[src/rtl/irq_multi_pkg.sv]
// Shared types for the multi-channel interrupt handler: FSM states and
// the USCITE status encoding.
package irq_multi_pkg;

  typedef enum logic [2:0] {
    S_IDLE  = 3'd0,
    S_ARB   = 3'd1,
    S_SERVE = 3'd2,
    S_ACK   = 3'd3,
    S_TMO   = 3'd4,
    S_DRAIN = 3'd5
  } state_t;

  localparam logic [1:0] US_IDLE = 2'b00;
  localparam logic [1:0] US_SERV = 2'b01;
  localparam logic [1:0] US_ACK  = 2'b10;
  localparam logic [1:0] US_ERR  = 2'b11;

endpackage

[src/rtl/irq_rr_pick.sv]
// Combinational channel picker. The request vector is laid out twice; the
// lower copy is masked to channels strictly above 'last' (round-robin) or
// fully masked (fixed priority), so the lowest set bit of the doubled
// vector is the winner in either mode, wrapping naturally into the upper copy.
module irq_rr_pick
  import irq_multi_pkg::*;
#(
  parameter int N_CH  = 4,
  parameter int SEL_W = $clog2(N_CH)
) (
  input  logic [N_CH-1:0]  req,
  input  logic [SEL_W-1:0] last,
  input  logic             rr_mode,
  output logic [SEL_W-1:0] idx,
  output logic             valid
);

  localparam int PW = SEL_W + 1;

  logic [N_CH-1:0]   w_mask;
  logic [2*N_CH-1:0] w_dbl;
  logic [PW-1:0]     w_pos;

  assign valid = |req;

  // mask off channels at or below the previous grant when rotating
  always_comb begin
    w_mask = '0;
    for (int i = 0; i < N_CH; i++)
      w_mask[i] = rr_mode && (i > int'(last));
  end

  assign w_dbl = {req, req & w_mask};

  // lowest set bit of the doubled vector, folded back to a channel index
  always_comb begin
    w_pos = '0;
    for (int i = 2*N_CH-1; i >= 0; i--)
      if (w_dbl[i]) w_pos = PW'(i);
    if (w_pos >= PW'(N_CH)) idx = SEL_W'(w_pos - PW'(N_CH));
    else                    idx = w_pos[SEL_W-1:0];
  end

endmodule

[src/rtl/irq_multi_handler.sv]
// Multi-channel interrupt handler: arbitrates level requests, drives the
// external service counter, acknowledges on CONT_EQL, and aborts on a
// dropped request or a per-service timeout. All outputs are registered
// from the next state so they line up with the state they describe.
module irq_multi_handler
  import irq_multi_pkg::*;
#(
  parameter int N_CH    = 4,
  parameter int SEL_W   = $clog2(N_CH),
  parameter bit RR_MODE = 1'b0,
  parameter int TMO_CYC = 16,
  parameter int TMO_W   = $clog2(TMO_CYC + 1)
) (
  input  logic             CLOCK,
  input  logic             RESET_N,
  input  logic [N_CH-1:0]  REQ,
  input  logic             CONT_EQL,
  input  logic             CLR_ERR,
  output logic [SEL_W-1:0] CC_MUX,
  output logic [1:0]       USCITE,
  output logic             ENABLE_COUNT,
  output logic             ACKOUT,
  output logic             ERR_FLAG
);

  state_t            r_state, w_nxt;
  logic [SEL_W-1:0]  r_cc, r_last, w_pick;
  logic              w_pick_vld, w_req_cur, w_tmo_hit;
  logic [1:0]        r_us;
  logic              r_en, r_ack, r_err;
  logic [TMO_W-1:0]  r_tmo;

  irq_rr_pick #(
    .N_CH  (N_CH),
    .SEL_W (SEL_W)
  ) u_pick (
    .req     (REQ),
    .last    (r_last),
    .rr_mode (RR_MODE),
    .idx     (w_pick),
    .valid   (w_pick_vld)
  );

  assign w_req_cur = REQ[r_cc];
  assign w_tmo_hit = (r_tmo == TMO_W'(TMO_CYC - 1));

  // state register
  always_ff @(posedge CLOCK or negedge RESET_N) begin
    if (!RESET_N) r_state <= S_IDLE;
    else          r_state <= w_nxt;
  end

  // next-state: abort beats ack, ack beats timeout
  always_comb begin
    w_nxt = r_state;
    case (r_state)
      S_IDLE:  if (|REQ) w_nxt = S_ARB;
      S_ARB:   w_nxt = w_pick_vld ? S_SERVE : S_IDLE;
      S_SERVE: begin
        if (!w_req_cur)     w_nxt = S_IDLE;
        else if (CONT_EQL)  w_nxt = S_ACK;
        else if (w_tmo_hit) w_nxt = S_TMO;
      end
      S_ACK:   w_nxt = S_DRAIN;
      S_TMO:   w_nxt = S_DRAIN;
      S_DRAIN: if (!w_req_cur) w_nxt = (|REQ) ? S_ARB : S_IDLE;
      default: w_nxt = S_IDLE;
    endcase
  end

  // registered outputs, grant bookkeeping and the service watchdog
  always_ff @(posedge CLOCK or negedge RESET_N) begin
    if (!RESET_N) begin
      r_cc   <= '0;
      r_last <= SEL_W'(N_CH - 1);
      r_us   <= US_IDLE;
      r_en   <= 1'b0;
      r_ack  <= 1'b0;
      r_tmo  <= '0;
    end else begin
      r_en  <= (w_nxt == S_SERVE);
      r_ack <= (w_nxt == S_ACK);
      if (r_state == S_ARB) r_cc <= w_pick;
      // both completion and timeout demote the served channel
      if (w_nxt == S_ACK || w_nxt == S_TMO) r_last <= r_cc;
      case (w_nxt)
        S_IDLE, S_ARB: r_us <= US_IDLE;
        S_SERVE:       r_us <= US_SERV;
        S_ACK:         r_us <= US_ACK;
        S_TMO:         r_us <= US_ERR;
        default:       r_us <= r_us;   // DRAIN keeps the outcome visible
      endcase
      if (r_state == S_ARB)
        r_tmo <= '0;
      else if (r_state == S_SERVE && r_tmo < TMO_W'(TMO_CYC))
        r_tmo <= r_tmo + 1'b1;
    end
  end

  // sticky timeout flag; a set in the same cycle as a clear wins
  always_ff @(posedge CLOCK or negedge RESET_N) begin
    if (!RESET_N)
      r_err <= 1'b0;
    else if (r_state == S_SERVE && w_nxt == S_TMO)
      r_err <= 1'b1;
    else if (CLR_ERR)
      r_err <= 1'b0;
  end

  assign CC_MUX       = r_cc;
  assign USCITE       = r_us;
  assign ENABLE_COUNT = r_en;
  assign ACKOUT       = r_ack;
  assign ERR_FLAG     = r_err;

endmodule

[config.mk]
export PLATFORM = sky130hd
export DESIGN_NAME = irq_multi_handler
export DESIGN_NICKNAME = d
export VERILOG_FILES = /design/src/rtl/irq_multi_pkg.sv /design/src/rtl/irq_rr_pick.sv /design/src/rtl/irq_multi_handler.sv
export SDC_FILE = /design/constraint.sdc
export NUM_CORES = 1
export LEC_CHECK = 0
export ABC_AREA = 1
export CAP_MARGIN = 25
export CORE_UTILIZATION = 45
export DETAILED_ROUTE_END_ITERATION = 8
export PLACE_DENSITY = 0.7
export SETUP_SLACK_MARGIN = 0.5
export SLEW_MARGIN = 20
export SYNTH_ARGS = -nofsm -noshare
export SYNTH_HDL_FRONTEND = slang
export SYNTH_SLANG_ARGS = --single-unit
[constraint.sdc]
create_clock -name CLOCK -period 1.7 [get_ports CLOCK]
set_clock_uncertainty 0.1 [all_clocks]
set_input_delay 0.34 -clock CLOCK [delete_from_list [all_inputs] [get_ports CLOCK]]
set_output_delay 0.34 -clock CLOCK [all_outputs]
set_load 0.02 [all_outputs]
After elaboration in Yosys (flattened, before gate mapping)
Index checks and enable logic that the tools add are counted.
{"block": "classes", "n_eq_ne": 10, "n_addsub": 2, "order_cmp": 3, "muxes": 20, "reduce_logical": 10}
{"operator": "two-way mux 3 bit", "n": 9}
{"operator": "case mux 3 bit (5 select lines)", "n": 1}
{"operator": "equality test 3 x 2 -> 1 bit (second input constant)", "n": 4}
{"operator": "two-way mux 5 bit", "n": 2}
{"operator": "equality test 3 bit (second input constant)", "n": 3}
{"operator": "case mux 2 bit (4 select lines)", "n": 1}
{"operator": "equality test 3 x 1 -> 1 bit (second input constant)", "n": 2}
{"operator": "zero test 3 bit", "n": 2}
{"operator": "adder 5 x 1 -> 5 bit (second input constant)", "n": 1}
{"operator": "equality test 5 x 4 -> 1 bit (second input constant)", "n": 1}
{"operator": "< comparator 5 bit (second input constant)", "n": 1}
{"operator": "two-way mux 1 bit", "n": 4}
{"operator": "two-way mux 2 bit", "n": 2}
{"operator": "nonzero test 2 bit", "n": 2}
{"operator": "nonzero test 4 bit", "n": 1}
{"operator": "OR reduction 2 bit", "n": 2}
{"operator": "OR reduction 4 bit", "n": 1}
{"operator": ">= comparator 3 bit (second input constant)", "n": 1}
{"operator": "< comparator 2 x 3 -> 1 bit (second input constant)", "n": 1}
{"operator": "binary-select mux 1 bit (select 2 bit)", "n": 1}
{"operator": "logical AND 1 bit", "n": 2}
{"operator": "subtractor 2 x 1 -> 2 bit (second input constant)", "n": 1}
{"block": "word_totals", "out_inout_bits": 7, "in_bits": 8, "regBits": 15, "wordCells": 52}

Logic depth before layout (Yosys ltp)
Gate-level depths: netlist of run 1.
{"block": "logic_depth", "ltp_word": 8, "depth_mapped": 11, "mapped_depth_nobuf": 11}

By module
From an unflattened synthesis of run 1, not the netlist that was laid out.
{"block": "unflattened", "cells_unflattened": 133, "area_unflattened_um2": 1002.2}
{"module": "irq_multi_handler", "seq_area_each_um2": 427.9, "cells_each": 111, "area_per_inst_um2": 908.4, "instances": 1}
{"module": "irq_rr_pick", "seq_area_each_um2": 0.0, "cells_each": 22, "area_per_inst_um2": 93.8, "instances": 1}

Worst setup path before layout of run 1
No wires, ideal clock.
{"block": "synth_path", "path_kind": "reg-to-reg", "start": "register r_tmo[0]", "end": "register r_us[0], in the netlist USCITE[0]", "arrival_time_ns": 1.296, "setup_time_ns": 0.128, "stages_incl_launch_ff": 12, "n_path_buf": 0, "synth_period_minus_slack_ns": 1.523, "required_time_ns": 1.472, "slack_ns": 0.177, "path_cell_list": "dfrtp_1 ha_1 inv_1 nor3_1 ha_1 inv_1 a21oi_1 nor2_1 nand2_1 nand2_1 nand3_2 nand3_1"}
{"block": "synth_between", "elab_chain_cells": 8, "word_cells_on_any_way": 13, "classes_between": "5 x eq/ne; 5 x mux; 3 x reduce/logical"}
{"item": "from (decl)", "line_no": "irq_multi_handler.sv:31", "source": "logic [TMO_W-1:0] r_tmo;"}
{"item": "from (signal assigned)", "line_no": "irq_multi_handler.sv:96", "source": "r_tmo <= r_tmo + 1'b1;"}
{"item": "equality test 5 x 4 -> 1 bit (*)", "line_no": "irq_multi_handler.sv:45", "source": "assign w_tmo_hit = (r_tmo == TMO_W'(TMO_CYC - 1));"}
{"item": "two-way mux 3 bit (*)", "line_no": "irq_multi_handler.sv:62", "source": "else if (w_tmo_hit) w_nxt = S_TMO;"}
{"item": "two-way mux 3 bit (*)", "line_no": "irq_multi_handler.sv:61", "source": "else if (CONT_EQL) w_nxt = S_ACK;"}
{"item": "two-way mux 3 bit (*)", "line_no": "irq_multi_handler.sv:60", "source": "if (!w_req_cur) w_nxt = S_IDLE;"}
{"item": "case mux 3 bit (5 select lines) (*)", "line_no": "irq_multi_handler.sv:56", "source": "case (r_state)"}
{"item": "via w_nxt[1]", "line_no": "irq_multi_handler.sv:26", "source": "state_t r_state, w_nxt;"}
{"item": "equality test 3 x 1 -> 1 bit or zero test 3 bit (tied branches)", "line_no": "irq_multi_handler.sv:86", "source": "case (w_nxt)"}
{"item": "OR reduction 2 bit", "line_no": "irq_multi_handler.sv:86"}
{"item": "case mux 2 bit (4 select lines) or nonzero test 4 bit (tied branches)"}
{"item": "to (signal assigned)", "line_no": "irq_multi_handler.sv:91", "source": "default: r_us <= r_us;"}
{"item": "to (decl)", "line_no": "irq_multi_handler.sv:29", "source": "logic [1:0] r_us;"}
The timed path passes the listed nets; every way through them passes the cells marked *.
A chain may end at the register's enable or synchronous reset.

Worst setup path after layout of run 1
Ends and elaborated chain as after synthesis.

==> results.py, run 1 <==
metrics = {
    "logic_synthesis": {
        "synthCells": 107,
        "syn-mean-instance-area_um2": 7.89,
        "ys_seq_area_frac": 0.444,
        "syn_nets": 117,
        "ys_ff_latch": 15,
        "synth.distinct_cells": 21,
        "ys.warnings.count": 0,
        "netlist_area_um2": 845,
    },
    "pwr": {
        "ir_drop_mv": 1.14,
        "power.leakage_nw": 0.667,
        "power.density_mw_per_mm2": 1450,
    },
    "floorplanning": {
        "start_util": 0.484,
        "die_y_um": 45.3,
        "core_area_mm2": 0.00175,
        "rows": 15,
        "die-area_mm2": 0.00205,
        "die_w_um": 45.3,
        "io_pins": 15,
    },
    "drt": {
        "wl_per_cell_um": 12.7,
        "num_vias": 838,
        "drc": 0,
        "dr.pass1.iters": 4,
        "drtAntennaViolNets": 0,
        "via_per_inst": 4.96,
        "wl_mm": 2.14,
        "drtIter0Drc": 20,
    },
    "cts": {
        "hold_buffers": 0,
        "root_buffer": "clkbuf_4",
        "cts.sinks": 15,
        "clkTransAtPathRegs_ns": 0.09,
        "h-tree-depth": 1,
        "clk_latency_ns": 0.28,
        "clk_path_buf_depth": 2,
        "cts_buffers": 3,
        "cts_tree": "done",
    },
    "setup_path": {
        "required_ns": 1.76,
        "worstPathMaxFanout": 2,
        "worstReg2RegStart": "r_tmo[0]",
        "worstSetupPathType": "flop to flop",
        "r2r_slack_ns": 0.04,
        "start_kind": "flop",
        "end_kind": "flop",
        "critPathLaunch": "r_tmo[0]",
        "arrival_ns": 1.73,
    },
    "timing": {
        "finalSetupViolCount": 0,
        "fmax_ghz": 0.601,
        "rsz0062_at_grt": "true",
        "slew_headroom": 0.837,
        "holdWs_ns": 0.269,
        "tightest_slew_ns": 0.244,
        "min_period_ns": 1.66,
        "fin_crit_sh": 0.979,
        "slew_viol_final": 0,
        "hold_viol": 0,
    },
    "flow_run": {
        "drv_cap": 0,
    },
    "cells_and_area": {
        "drive_above_1_share": 0.542,
        "finalNonFillerCells": 169,
        "nets": 155,
        "n_antenna_cell": 0,
        "design_area_mm2": 0.00135,
        "syn_to_final_growth_pct": 59.9,
        "final_util": 0.773,
    },
    "grt": {
        "antenna_found_initial": 0,
        "grt_pass1_wl_mm": 3.26,
        "grt_pass1_vias": 772,
        "grt_max_degree": 16,
        "grt_use_total": 0.220,
        "grt_overflow": 0,
    },
    "placement": {
        "numPortBuffers": 14,
        "dp_hpwl_mm": 1.36,
        "dp.cells": 148,
        "place_area_mm2": 0.00105,
        "place_congestion": 0.856,
    },
    "outcome": {
        "status": "complete, no violations",
    },
    "worst_hold_path": {
        "hp-class": "primary input to asynchronous set/reset pin",
    },
}
logic make-up (layout without fill, tap and decap cells):
| family | Yosys count | after routing | synth area share |
|---|---|---|---|
| simple gates | 64 | 64 | 0.394 |
| buf+inv | 18 | 55 | 0.0800 |
| flops | 15 | 15 | 0.444 |
| compound gates | 8 | 8 | 0.0518 |
| fa+ha+maj | 2 | 2 | 0.0296 |
cells in the final DEF, fill, tap and decap left out, types with 2 or more instances in the layout:
cell,instances
nand2_1,17
inv_4,3
nor3_2,2
o21ai_2,2
dfrtp_2,2
nand2_2,8
buf_4,14
dlygate4sd2_1,4
nand3_1,5
nor3_4,2
clkdlybuf4s50_1,3
o21ai_1,3
inv_2,7
nor2_1,8
nor2_2,3
inv_1,8
buf_6,12
nor2_4,6
dfrtp_1,13
nand3_2,8
clkbuf_4,3
report_power, final:
group          switching, mW  internal [mW]
sequential            0.0929          0.455
clock                  0.108         0.0908
combinational          0.649          0.561
sequential cells by signal, indices dropped and copies added, names as in the netlist:
register and cells:
ACKOUT 1, CC_MUX 2, r_tmo 5, r_state 3, USCITE 2, ERR_FLAG 1
ENABLE_COUNT 1
area by class of cell:
class                   instances  area (um^2)
repair buffers                 33          305
fillers                       124          395
clock buffers                   4         26.3
inverters                      18         75.1
flip-flops and latches         15          378
multi-input cells              74          534
well taps                      25         31.3
final timing paths:
| check | end | cells past startpoint |
|---|---|---|
| setup / recovery | USCITE[0] | 11 |
| setup reg to reg | USCITE[0] | 11 |
| max in group asynchronous | r_state[1] | 2 |
| hold / removal | r_tmo[1] | 2 |
| min in group CLOCK | CC_MUX[0] | 4 |
| hold reg to reg | USCITE[1] | 2 |
synth_stat cells:
cell type,number,area (um^2)
nand2_1,23,86.3
dfrtp_1,15,375
inv_1,13,48.8
nor2_1,13,48.8
nand3_1,12,60.1
inv_2,5,18.8
nand2_2,3,18.8
nor2_4,3,33.8
o21ai_0,3,15.0
a21oi_1,2,10.0
ha_1,2,25.0
nor3_1,2,10.0
nor3_2,2,20.0
o21ai_1,2,10.0
nand3_2,1,10.0
nand3_4,1,17.5
nand3b_1,1,7.51
nand4_1,1,6.26
nor2_2,1,6.26
nor3b_1,1,7.51
o21ai_2,1,8.76
routing by layer:
layer  vias to the layer above  wire (um)  global-route usage
li1                        415          -                   -
met1                       401        830               0.284
met4                         0         22              0.0364
met2                        20       1230               0.400
met5                         -          0                   0
met3                         2         59              0.0240
per-stage QoR:
stage	power (mW)	setup TNS (ns)	worst slack (ns)
floorplan	1.05	0	0.196
global placement	1.26	0	0.0473
detailed placement	1.28	0	0.0176
CTS	1.69	0	0.0874
global route	2.09	-0.0300	-0.0289
finish	1.96	0	0.0365
worst max-delay path, cell delays in order, from the launching register on:
cell     delay (ns)
dfrtp_1        0.36
ha_2           0.19
inv_2          0.05
nor3_4         0.16
ha_4           0.16
inv_2          0.04
a21oi_2        0.11
nor2_1         0.07
nand2_1        0.10
nand2_2        0.08
nand3_2        0.08
nand3_2        0.06
repair_timing:
item,in CTS,in global routing
setup buffers,10,7
resized for setup,55,33
endpoints found under the setup margin,21,21
pin swaps,10,11
(Power assumes the default switching activity.)
==> inputs of run 2 (changes only) <==
Settings changed: HOLD_SLACK_MARGIN set to 0.1.
==> results of run 2 <==
Same layout as run 1: the final DEF is identical, and so are final timing and power.
==> inputs of run 3 (changes only) <==
Settings changed: RECOVER_POWER set to 50.
==> results.py, run 3 (synthesis results as in run 1) <==
metrics = {
    "outcome": {
        "status": "complete, no violations",
    },
    "cts": {
        "cts.sinks": 15,
        "clkTransAtPathRegs_ns": 0.09,
        "cts_tree": "done",
        "cts_buffers": 3,
        "hold_buffers": 0,
        "root_buffer": "clkbuf_4",
        "h-tree-depth": 1,
        "clk_latency_ns": 0.28,
        "clk_path_buf_depth": 2,
    },
    "cells_and_area": {
        "multiInputGateArea_um2": 534,
        "final-seq-area_um2": 375,
        "syn_to_final_growth_pct": 59.1,
        "final_common_cell": "nand2_1",
        "nets": 155,
        "max_flop_register": "r_tmo",
        "final_cell_mix": "17 x nand2_1, 15 x dfrtp_1, 13 x buf_4, 12 x buf_6, 9 x inv_1",
        "finalNonFillerCells": 169,
        "drive_above_1_share": 0.514,
        "final.fill_count": 125,
        "reg_top3": "r_tmo (5), r_state (3)",
        "final_util": 0.770,
        "largest_register_ffs": 5,
        "n_antenna_cell": 0,
    },
    "floorplanning": {
        "die-area_mm2": 0.00205,
        "core_area_mm2": 0.00175,
        "die_y_um": 45.3,
        "start_util": 0.484,
        "rows": 15,
        "die_w_um": 45.3,
        "io_pins": 15,
    },
    "grt": {
        "grt_use_total": 0.220,
        "grt_pass1_wl_mm": 3.26,
        "grt_overflow": 0,
        "antenna_found_initial": 0,
        "grt_max_degree": 16,
        "grt_pass1_vias": 772,
    },
    "pwr": {
        "finalPower_mw": 1.95,
        "ir_drop_mv": 1.12,
        "power.leakage_nw": 0.667,
        "power.density_mw_per_mm2": 1450,
    },
    "setup_path": {
        "start_kind": "flop",
        "cp_slowest_stage_delay_ns": 0.37,
        "end_kind": "flop",
        "cpMaxStageDelayCell": "dfrtp_1",
        "path_cells": "ha_2, inv_2, nor3_4, ha_4, inv_2, a21oi_2, nor2_1, nand2_1, nand2_2, nand3_2, nand3_2",
        "required_ns": 1.76,
        "r2r_cells": 11,
        "worstPathMaxFanout": 2,
        "arrival_ns": 1.73,
        "worstSetupPathType": "flop to flop",
    },
    "timing": {
        "slew_headroom": 0.462,
        "finalSetupViolCount": 0,
        "fin_crit_sh": 0.980,
        "worst_slack_ns": 0.0334,
        "rsz0062_at_grt": "true",
        "tightest_slew_ns": 0.807,
        "min_period_ns": 1.67,
        "hold_viol": 0,
        "slew_viol_final": 0,
        "fmax_ghz": 0.600,
    },
    "flow_run": {
        "drv_cap": 0,
    },
    "drt": {
        "drc": 0,
        "num_vias": 840,
        "drtAntennaViolNets": 0,
        "wl_mm": 2.13,
        "dr.pass1.iters": 4,
        "wl_per_cell_um": 12.6,
        "drtIter0Drc": 21,
        "via_per_inst": 4.97,
    },
    "placement": {
        "dp_slack_ns": 0.0176,
        "place_congestion": 0.856,
        "dp_hpwl_mm": 1.36,
        "dp.cells": 148,
        "numPortBuffers": 14,
    },
    "worst_hold_path": {
        "whs_path_depth": 4,
        "hp-class": "primary input to flop",
    },
}
==> run 3: metrics by stage <==
step           setup TNS (ns)  area (um^2)  hold WS (ns)
3_3_place_gp                0         1050         0.385
4_1_cts                     0         1190         0.277
6_report                    0         1340         0.426
2_1_floorplan               0          860       -0.0556
5_1_grt               -0.0306         1340         0.459
3_5_place_dp                0         1050         0.392
==> run 3: report_power, final <==
group / leakage, nW / internal [mW] / switching [mW]
sequential: 0.200 / 0.451 / 0.0907
combinational: 0.453 / 0.558 / 0.648
clock: 0.0150 / 0.0908 / 0.108
total: 0.667 / 1.10 / 0.847
==> run 3: critical path: cells and delay by family, from the launching register on <==
| kind | cells | cell delay, ns |
|---|---|---|
| AND/OR/NAND/NOR | 6 | 0.55 |
| flip-flops | 1 | 0.37 |
| adder cells (fa/ha/maj) | 2 | 0.35 |
| AO/OA/AOI/OAI | 1 | 0.11 |
| buffers and inverters | 2 | 0.09 |
==> run 3: worst paths after layout <==
check	startpoint	to	slack, ns
min in group asynchronous	RESET_N	r_tmo[1]	0.55
worst max-delay path	r_tmo[1]	USCITE[0]	0.03
worst min register to register	USCITE[1]	USCITE[1]	0.44
worst min-delay path	REQ[0]	CC_MUX[1]	0.43
worst max register to register	r_tmo[1]	USCITE[0]	0.03
max in group asynchronous	RESET_N	ACKOUT	0.44
==> run 3: layout make-up <==
cell class,count,share of cell area
tap,25,0.0233
inverter,18,0.0559
timing repair buffer,33,0.224
clock buffer,4,0.0196
sequential,15,0.279
multi-input combinational,74,0.398
==> run 3: repair_timing <==
action / CTS / global route
gates cloned: 0 / 0
buffers inserted: 10 / 7
resized for setup: 55 / 33
endpoints found under the setup margin: 21 / 21
pin swaps: 10 / 11
==> run 3: routing by layer <==
metal	global-route usage	vias up	part of all wire
li1	-	415	-
met1	0.284	401	0.39
met2	0.400	22	0.57
met3	0.0240	2	0.029
met4	0.0364	0	0.010
met5	0	-	0
